### src/rtl/led_display_row_driver_pkg.sv
// Shared panel types for the LED display pipeline: row content layout,
// panel address width and the row driver phase encoding.
package led_display_row_driver_pkg;

    localparam int GL_NUM_COL_PIXELS = 16;
    localparam int GL_PANEL_ADDR_W   = 4;
    localparam int GL_COL_IDX_W      = (GL_NUM_COL_PIXELS > 1) ? $clog2(GL_NUM_COL_PIXELS) : 1;

    typedef logic [GL_COL_IDX_W-1:0] col_idx_t;

    typedef struct packed {
        logic [GL_NUM_COL_PIXELS-1:0] blue;
        logic [GL_NUM_COL_PIXELS-1:0] green;
        logic [GL_NUM_COL_PIXELS-1:0] red;
    } rgb_half_t;

    typedef struct packed {
        rgb_half_t top;
        rgb_half_t bot;
    } rgb_row_t;

    localparam int GL_RGB_ROW_W = $bits(rgb_row_t);

    typedef enum logic [2:0] {IDLE, SHIFT, BLANK, LATCH, SHOW} led_drv_state_t;

    // Panel pin order is {B,G,R} for one column of one half
    function automatic logic [2:0] pixel_bits(input rgb_half_t half, input col_idx_t idx);
        return {half.blue[idx], half.green[idx], half.red[idx]};
    endfunction

endpackage

### src/rtl/led_display_row_driver_shifter.sv
// Serialises one captured row onto the panel RGB pins, highest column first,
// with a CLK_DIV-prescaled shift clock; done is high on the last shift cycle.
module led_row_shifter
    import led_display_row_driver_pkg::*;
#(
    parameter int CLK_DIV = 2
) (
    input  logic     clk_in,
    input  logic     reset_in,
    input  logic     start,
    input  rgb_row_t row,
    output logic [2:0] rgb_top,
    output logic [2:0] rgb_bot,
    output logic     panel_clk,
    output logic     done
);

    localparam int       DIV_W    = (CLK_DIV > 1) ? $clog2(CLK_DIV) : 1;
    localparam logic [DIV_W-1:0] DIV_LAST = DIV_W'(CLK_DIV - 1);
    localparam col_idx_t COL_LAST = col_idx_t'(GL_NUM_COL_PIXELS - 1);

    rgb_row_t           row_q;
    col_idx_t           col_q;
    col_idx_t           col_nxt;
    logic [DIV_W-1:0]   div_q;
    logic               clk_q;
    logic               busy_q;
    logic [2:0]         top_q;
    logic [2:0]         bot_q;
    logic               div_end;

    assign div_end   = (div_q == DIV_LAST);
    assign col_nxt   = col_q - 1'b1;
    assign done      = busy_q && clk_q && div_end && (col_q == '0);
    assign rgb_top   = top_q;
    assign rgb_bot   = bot_q;
    assign panel_clk = clk_q;

    // Data changes only on the falling edge of the panel clock, so it is
    // stable for the whole low phase and held through the high phase.
    always_ff @(posedge clk_in) begin
        if (reset_in) begin
            row_q  <= '0;
            col_q  <= '0;
            div_q  <= '0;
            clk_q  <= 1'b0;
            busy_q <= 1'b0;
            top_q  <= '0;
            bot_q  <= '0;
        end else if (start) begin
            row_q  <= row;
            col_q  <= COL_LAST;
            div_q  <= '0;
            clk_q  <= 1'b0;
            busy_q <= 1'b1;
            top_q  <= pixel_bits(row.top, COL_LAST);
            bot_q  <= pixel_bits(row.bot, COL_LAST);
        end else if (busy_q) begin
            if (div_end) begin
                div_q <= '0;
                clk_q <= !clk_q;
                if (clk_q) begin
                    if (col_q == '0) begin
                        busy_q <= 1'b0;
                    end else begin
                        col_q <= col_nxt;
                        top_q <= pixel_bits(row_q.top, col_nxt);
                        bot_q <= pixel_bits(row_q.bot, col_nxt);
                    end
                end
            end else begin
                div_q <= div_q + 1'b1;
            end
        end
    end

endmodule

### src/rtl/led_display_row_driver.sv
// HUB75 row driver: takes one row per handshake and runs shift, blank, latch
// and show phases. Define LED_ROW_DRIVER_BRIGHTNESS_EN to add brightness_in.
module led_display_row_driver
    import led_display_row_driver_pkg::*;
#(
    parameter int CLK_DIV      = 2,
    parameter int BLANK_CYCLES = 4,
    parameter int LATCH_CYCLES = 2,
    parameter int SHOW_CYCLES  = 2048
) (
    input  logic                       clk_in,
    input  logic                       reset_in,
    input  logic [GL_RGB_ROW_W-1:0]    row_in,
    input  logic                       row_valid_in,
    output logic                       row_ready_out,
    input  logic [GL_PANEL_ADDR_W-1:0] row_address_in,
`ifdef LED_ROW_DRIVER_BRIGHTNESS_EN
    input  logic [3:0]                 brightness_in,
`endif
    output logic [2:0]                 panel_rgb_top_out,
    output logic [2:0]                 panel_rgb_bot_out,
    output logic                       panel_clk_out,
    output logic                       panel_lat_out,
    output logic                       panel_oe_n_out,
    output logic [GL_PANEL_ADDR_W-1:0] panel_addr_out,
    output logic                       row_done_out
);

    localparam int CNT_MAX_BL = (BLANK_CYCLES > LATCH_CYCLES) ? BLANK_CYCLES : LATCH_CYCLES;
    localparam int CNT_MAX    = (CNT_MAX_BL > SHOW_CYCLES) ? CNT_MAX_BL : SHOW_CYCLES;
    localparam int CNT_W      = $clog2(CNT_MAX);

    typedef logic [CNT_W-1:0] cnt_t;

    localparam cnt_t BLANK_LAST = cnt_t'(BLANK_CYCLES - 1);
    localparam cnt_t LATCH_LAST = cnt_t'(LATCH_CYCLES - 1);
    localparam cnt_t SHOW_LAST  = cnt_t'(SHOW_CYCLES - 1);
`ifdef LED_ROW_DRIVER_BRIGHTNESS_EN
    localparam int   SHOW_STEP  = SHOW_CYCLES / 16;
`endif

    led_drv_state_t             state_q, state_d;
    cnt_t                       cnt_q, cnt_d;
    logic                       start;
    logic                       shift_done;
    logic                       in_window;
    logic                       lat_d, oe_n_d, done_d, latch_entry;
    logic [GL_PANEL_ADDR_W-1:0] addr_cap_q;
    logic [GL_PANEL_ADDR_W-1:0] addr_q;
    logic                       lat_q, oe_n_q, done_q;
`ifdef LED_ROW_DRIVER_BRIGHTNESS_EN
    logic [3:0]                 bright_q;
`endif

    assign row_ready_out  = (state_q == IDLE) && !reset_in;
    assign panel_lat_out  = lat_q;
    assign panel_oe_n_out = oe_n_q;
    assign panel_addr_out = addr_q;
    assign row_done_out   = done_q;

    led_row_shifter #(
        .CLK_DIV (CLK_DIV)
    ) u_shifter (
        .clk_in    (clk_in),
        .reset_in  (reset_in),
        .start     (start),
        .row       (rgb_row_t'(row_in)),
        .rgb_top   (panel_rgb_top_out),
        .rgb_bot   (panel_rgb_bot_out),
        .panel_clk (panel_clk_out),
        .done      (shift_done)
    );

    always_ff @(posedge clk_in) begin
        if (reset_in) begin
            state_q <= IDLE;
            cnt_q   <= '0;
        end else begin
            state_q <= state_d;
            cnt_q   <= cnt_d;
        end
    end

    // Panel pins are registered from the next-state view so LAT/OE_N line up
    // exactly with the phase they belong to and never glitch.
    always_comb begin
        state_d = state_q;
        cnt_d   = cnt_q;
        start   = 1'b0;
        case (state_q)
            IDLE: begin
                if (row_valid_in && row_ready_out) begin
                    state_d = SHIFT;
                    start   = 1'b1;
                end
            end
            SHIFT: begin
                if (shift_done) begin
                    state_d = BLANK;
                    cnt_d   = '0;
                end
            end
            BLANK: begin
                if (cnt_q == BLANK_LAST) begin
                    state_d = LATCH;
                    cnt_d   = '0;
                end else begin
                    cnt_d = cnt_q + 1'b1;
                end
            end
            LATCH: begin
                if (cnt_q == LATCH_LAST) begin
                    state_d = SHOW;
                    cnt_d   = '0;
                end else begin
                    cnt_d = cnt_q + 1'b1;
                end
            end
            SHOW: begin
                if (cnt_q == SHOW_LAST) begin
                    state_d = IDLE;
                    cnt_d   = '0;
                end else begin
                    cnt_d = cnt_q + 1'b1;
                end
            end
            default: begin
                state_d = IDLE;
                cnt_d   = '0;
            end
        endcase

`ifdef LED_ROW_DRIVER_BRIGHTNESS_EN
        in_window = (int'(cnt_d) < (int'(bright_q) + 1) * SHOW_STEP);
`else
        in_window = 1'b1;
`endif
        lat_d       = (state_d == LATCH);
        oe_n_d      = !((state_d == SHOW) && in_window);
        done_d      = (state_d == SHOW) && (cnt_d == SHOW_LAST);
        latch_entry = (state_d == LATCH) && (state_q != LATCH);
    end

    always_ff @(posedge clk_in) begin
        if (reset_in) begin
            addr_cap_q <= '0;
            addr_q     <= '0;
            lat_q      <= 1'b0;
            oe_n_q     <= 1'b1;
            done_q     <= 1'b0;
        end else begin
            if (start) begin
                addr_cap_q <= row_address_in;
            end
            if (latch_entry) begin
                addr_q <= addr_cap_q;
            end
            lat_q  <= lat_d;
            oe_n_q <= oe_n_d;
            done_q <= done_d;
        end
    end

`ifdef LED_ROW_DRIVER_BRIGHTNESS_EN
    // Brightness is taken at LATCH entry so the SHOW window of this row
    // cannot change underneath it.
    always_ff @(posedge clk_in) begin
        if (reset_in) begin
            bright_q <= '0;
        end else if (latch_entry) begin
            bright_q <= brightness_in;
        end
    end
`endif

endmodule
### config.mk
export PLATFORM = sky130hd
export DESIGN_NAME = led_display_row_driver
export DESIGN_NICKNAME = d
export VERILOG_FILES = /design/src/rtl/led_display_row_driver_pkg.sv /design/src/rtl/led_display_row_driver_shifter.sv /design/src/rtl/led_display_row_driver.sv
export SDC_FILE = /design/constraint.sdc
export NUM_CORES = 1
export LEC_CHECK = 0
export BUFFER_PORTS_ARGS = -buffer_cell sky130_fd_sc_hd__buf_2
export CORE_MARGIN = 8
export CORE_UTILIZATION = 37
export DETAILED_ROUTE_END_ITERATION = 12
export GPL_TIMING_DRIVEN = 0
export SYNTH_ARGS = -nofsm -noshare
export SYNTH_HDL_FRONTEND = slang
export SYNTH_SLANG_ARGS = --single-unit
### constraint.sdc
create_clock -name clk_in -period 2.3 [get_ports clk_in]
set_input_delay 0.23 -clock clk_in [delete_from_list [all_inputs] [get_ports clk_in]]
set_output_delay 0.23 -clock clk_in [all_outputs]
set_load 0.01 [all_outputs]
==> impl_metrics.env <==
export IMPL_dp_hpwl_um=12700
export IMPL_synth_area_um2=6230
export IMPL_wl_per_cell_um=16.6
export IMPL_critical_path_class="reg -> reg"
export IMPL_hp_start="row_in[90]"
export IMPL_period_needed_ns=2.22
export IMPL_max_freq_mhz=451
export IMPL_setup_viol=0
export IMPL_clockBufferDepth=2
export IMPL_drive_gt1_share_pct=24.5
export IMPL_period_share_pct=96.5
export IMPL_dr_wl_met2_um=9130
export IMPL_cts_buffers=17
export IMPL_synth_flop_cell="dfxtp_1"
export IMPL_wirelength_um=18800
export IMPL_cp_required_ns=2.58
export IMPL_synthCells=696
export IMPL_dieArea_um2=21200
export IMPL_root_buffer="clkbuf_16"
export IMPL_slew_violations=0
export IMPL_drcViolationCount=0
export IMPL_wl_met3_um=737
export IMPL_ys_warn_count=0
export IMPL_rsz0062_at_grt="false"
export IMPL_nNetsFinal=1008
export IMPL_slew_headroom_pct=50.5
export IMPL_path_buf_inv=3
export IMPL_avgSynthCellArea_um2=8.95
export IMPL_min_delay_path_depth=3
export IMPL_outcome="completed"
export IMPL_cts_tree="built"
export IMPL_power_switching_uw=1620
export IMPL_drt_pass1_iter_count=7
export IMPL_worst_r2r_startpoint="u_shifter.col_q[0]"
export IMPL_rows=47
export IMPL_p_leak_uw=0.00382
export IMPL_min_to="u_shifter.row_q[90]"
export IMPL_peakVddDrop_v=0.000572
export IMPL_critPathMaxStageDelay_ns=0.50
export IMPL_clock_sinks=134
export IMPL_grt_overflow=0
export IMPL_utilization_pct=51.5
export IMPL_setup_worst_path_start_class="register"
export IMPL_antenna_found_initial=0
export IMPL_vias=5610
export IMPL_track_usage_pct=17.9
export IMPL_syn_to_final_growth_pct=36.7
export IMPL_die_h_um=146
export IMPL_async_flop_share_pct=0
export IMPL_r2r_cells=8
export IMPL_synthDistinctLibCells=49
export IMPL_switching_share_pct=26.3
export IMPL_seq_power_share_pct=41.7
export IMPL_via_per_inst=4.95
export IMPL_power_share_clock_pct=43.1
export IMPL_ys_ff_latch=134
export IMPL_layout_commonest_cell="nand2_1"
export IMPL_timing_hold_ws_ns=0.00680
export IMPL_r2r_slack_ns=0.08
export IMPL_internal_power_uw=4550
export IMPL_port_buffers=117
export IMPL_drt_iter0_drc=351
export IMPL_grt_pass1_wl_um=30000
export IMPL_htree_levels=4
export IMPL_most_common_layout_cells="217 x nand2_1, 131 x buf_2, 131 x dfxtp_1"
export IMPL_crit_family="multiplexers"
export IMPL_hp_class="in -> reg"
export IMPL_slowest_stage="mux4_2"
export IMPL_worstSetupEndpointType="register"
export IMPL_worstPathMaxFanout=8
export IMPL_powerDensity_nw_per_um2=725
export IMPL_hold_viol_final=0
export IMPL_gp_congestion=0.806
export IMPL_die_w_um=146
export IMPL_grt_pass1_vias=5573
export IMPL_crit_arrival_ns=2.50
export IMPL_yosysSeqAreaShare_pct=43.1
export IMPL_m1WireLength_um=8650
export IMPL_start_util_pct=37.7
export IMPL_clk_latency_ns=0.43
export IMPL_clk_pin_slew_ns=0.06
export IMPL_combPwrFrac_pct=15.1
export IMPL_ant_nets=0
export IMPL_fin_worst_skew_ns=0.0102
export IMPL_worstReg2RegEnd="u_shifter.rgb_bot[0]"
export IMPL_grt_max_degree=17
export IMPL_antenna_cells=0
export IMPL_path_cells="clkbuf_16, inv_2, ha_4, buf_12, mux4_2, mux4_2, nand2_2, a211oi_2"
export IMPL_syn_nets=803
export IMPL_fp_coreArea_um2=16500
export IMPL_pin_count=118
export IMPL_dr_max_layer_used="met4"
export IMPL_maxCapViolCount=0
export IMPL_path_common_cell="mux4_2"
export IMPL_synth_edf_count=0
export IMPL_worst_slew_pin_transition_ns=0.739
-- cell usage after synthesis, drive strengths merged (2+ instances only) --
master	count	area share (%)
dfxtp	134	43
a21oi	21	1.7
nand3	7	0.56
xor2	2	0.28
mux2i	4	0.64
xnor2	4	0.56
ha	4	0.80
and2	3	0.30
a211oi	9	1.1
and3	5	0.50
nor4	4	0.50
nor2	30	1.8
o211ai	2	0.24
nand2b	4	0.40
buf	21	2.1
nor2b	2	0.20
nor3	11	0.88
nor3b	3	0.36
clkbuf	32	2.1
a31oi	4	0.40
nand4	2	0.20
and2b	2	0.24
o21ai	10	0.80
nand3b	101	12
inv	7	0.42
o22ai	3	0.30
nand2	218	13
mux4	30	12
o21bai	2	0.24
-- cells by family after synthesis --
family	share of synthesized area [%]
AO/OA/AOI/OAI	5.99
XOR/XNOR	0.844
adder cells (fa/ha/maj)	0.804
buffers and inverters	4.58
flip-flops	43.1
multiplexers	12.5
AND/OR/NAND/NOR	32.2
-- per-stage QoR --
step | setup TNS [ns] | instance area, um^2 | setup WS [ns] | instances | total power, uW
after global placement | -5.65 | 7120 | -0.620 | 1033 | 3370
after floorplan | 0 | 6260 | 0.0119 | 696 | 3090
after CTS | 0 | 8460 | 0.0116 | 1133 | 6200
after global routing | 0 | 8510 | 0.000396 | 1134 | 6420
after detailed placement | -5.60 | 7120 | -0.575 | 1033 | 3380
final | 0 | 8510 | 0.0804 | 1134 | 6170
-- timing repair --
item	CTS	global route
resized for setup	21	19
cloned	2	0
setup endpoints to repair	19	105
buffers inserted	4	1
endpoints found under the hold margin	62	1
pin swaps	1	2
hold buffers	62	1
-- power groups by stage --
stage | Combinational, uW | Clock (uW) | Sequential [uW]
after CTS | 931 | 2700 | 2570
after detailed placement | 762 | 0 | 2620
after global routing | 1020 | 2810 | 2590
final | 934 | 2660 | 2580
after global placement | 758 | 0 | 2620
after floorplan | 501 | 0 | 2590
-- registers in the layout, summed over array words and instances (netlist names), 3 cells and up --
signal             cells
u_shifter.rgb_bot      3
panel_addr_out         4
addr_cap_q             4
u_shifter.rgb_top      3
u_shifter.row_q       96
state_q                3
u_shifter.col_q        4
cnt_q                 11
-- routing by layer --
metal | GRT usage, % | up-vias
met2 | 29.4 | 131
met5 | 0 | -
met3 | 4.66 | 24
met1 | 22.5 | 2632
li1 | - | 2823
met4 | 5.57 | 0
-- worst max-delay path by stage --
stage	startpoint	depth (start not counted)	to
after floorplan	u_shifter.col_q[0]	9	u_shifter.rgb_top[2]
after global placement	u_shifter.col_q[0]	8	u_shifter.rgb_top[2]
after detailed placement	u_shifter.col_q[0]	8	u_shifter.rgb_top[2]
after CTS	state_q[0]	7	u_shifter.row_q[30]
after global routing	state_q[0]	7	u_shifter.row_q[26]
final	u_shifter.col_q[0]	8	u_shifter.rgb_bot[0]
-- cell type report --
class                           instances  area, um^2
Fill cell                            1509        8010
Multi-Input combinational cell        502        3340
Sequential cell                       134        2690
Timing Repair Buffer                  187        1280
Clock buffer                           20         457
Buffer                                 52         324
Tap cell                              220         275
Clock inverter                         12         120
Inverter                                7        26.3
-- worst register-to-register path, stage by stage (launching register included) --
cell       delay, ns
dfxtp_4         0.38
clkbuf_16       0.13
inv_2           0.04
ha_4            0.27
buf_12          0.14
mux4_2          0.51
mux4_2          0.48
nand2_2         0.08
a211oi_2        0.06
Note: power is estimated with default switching activity, not from simulation.
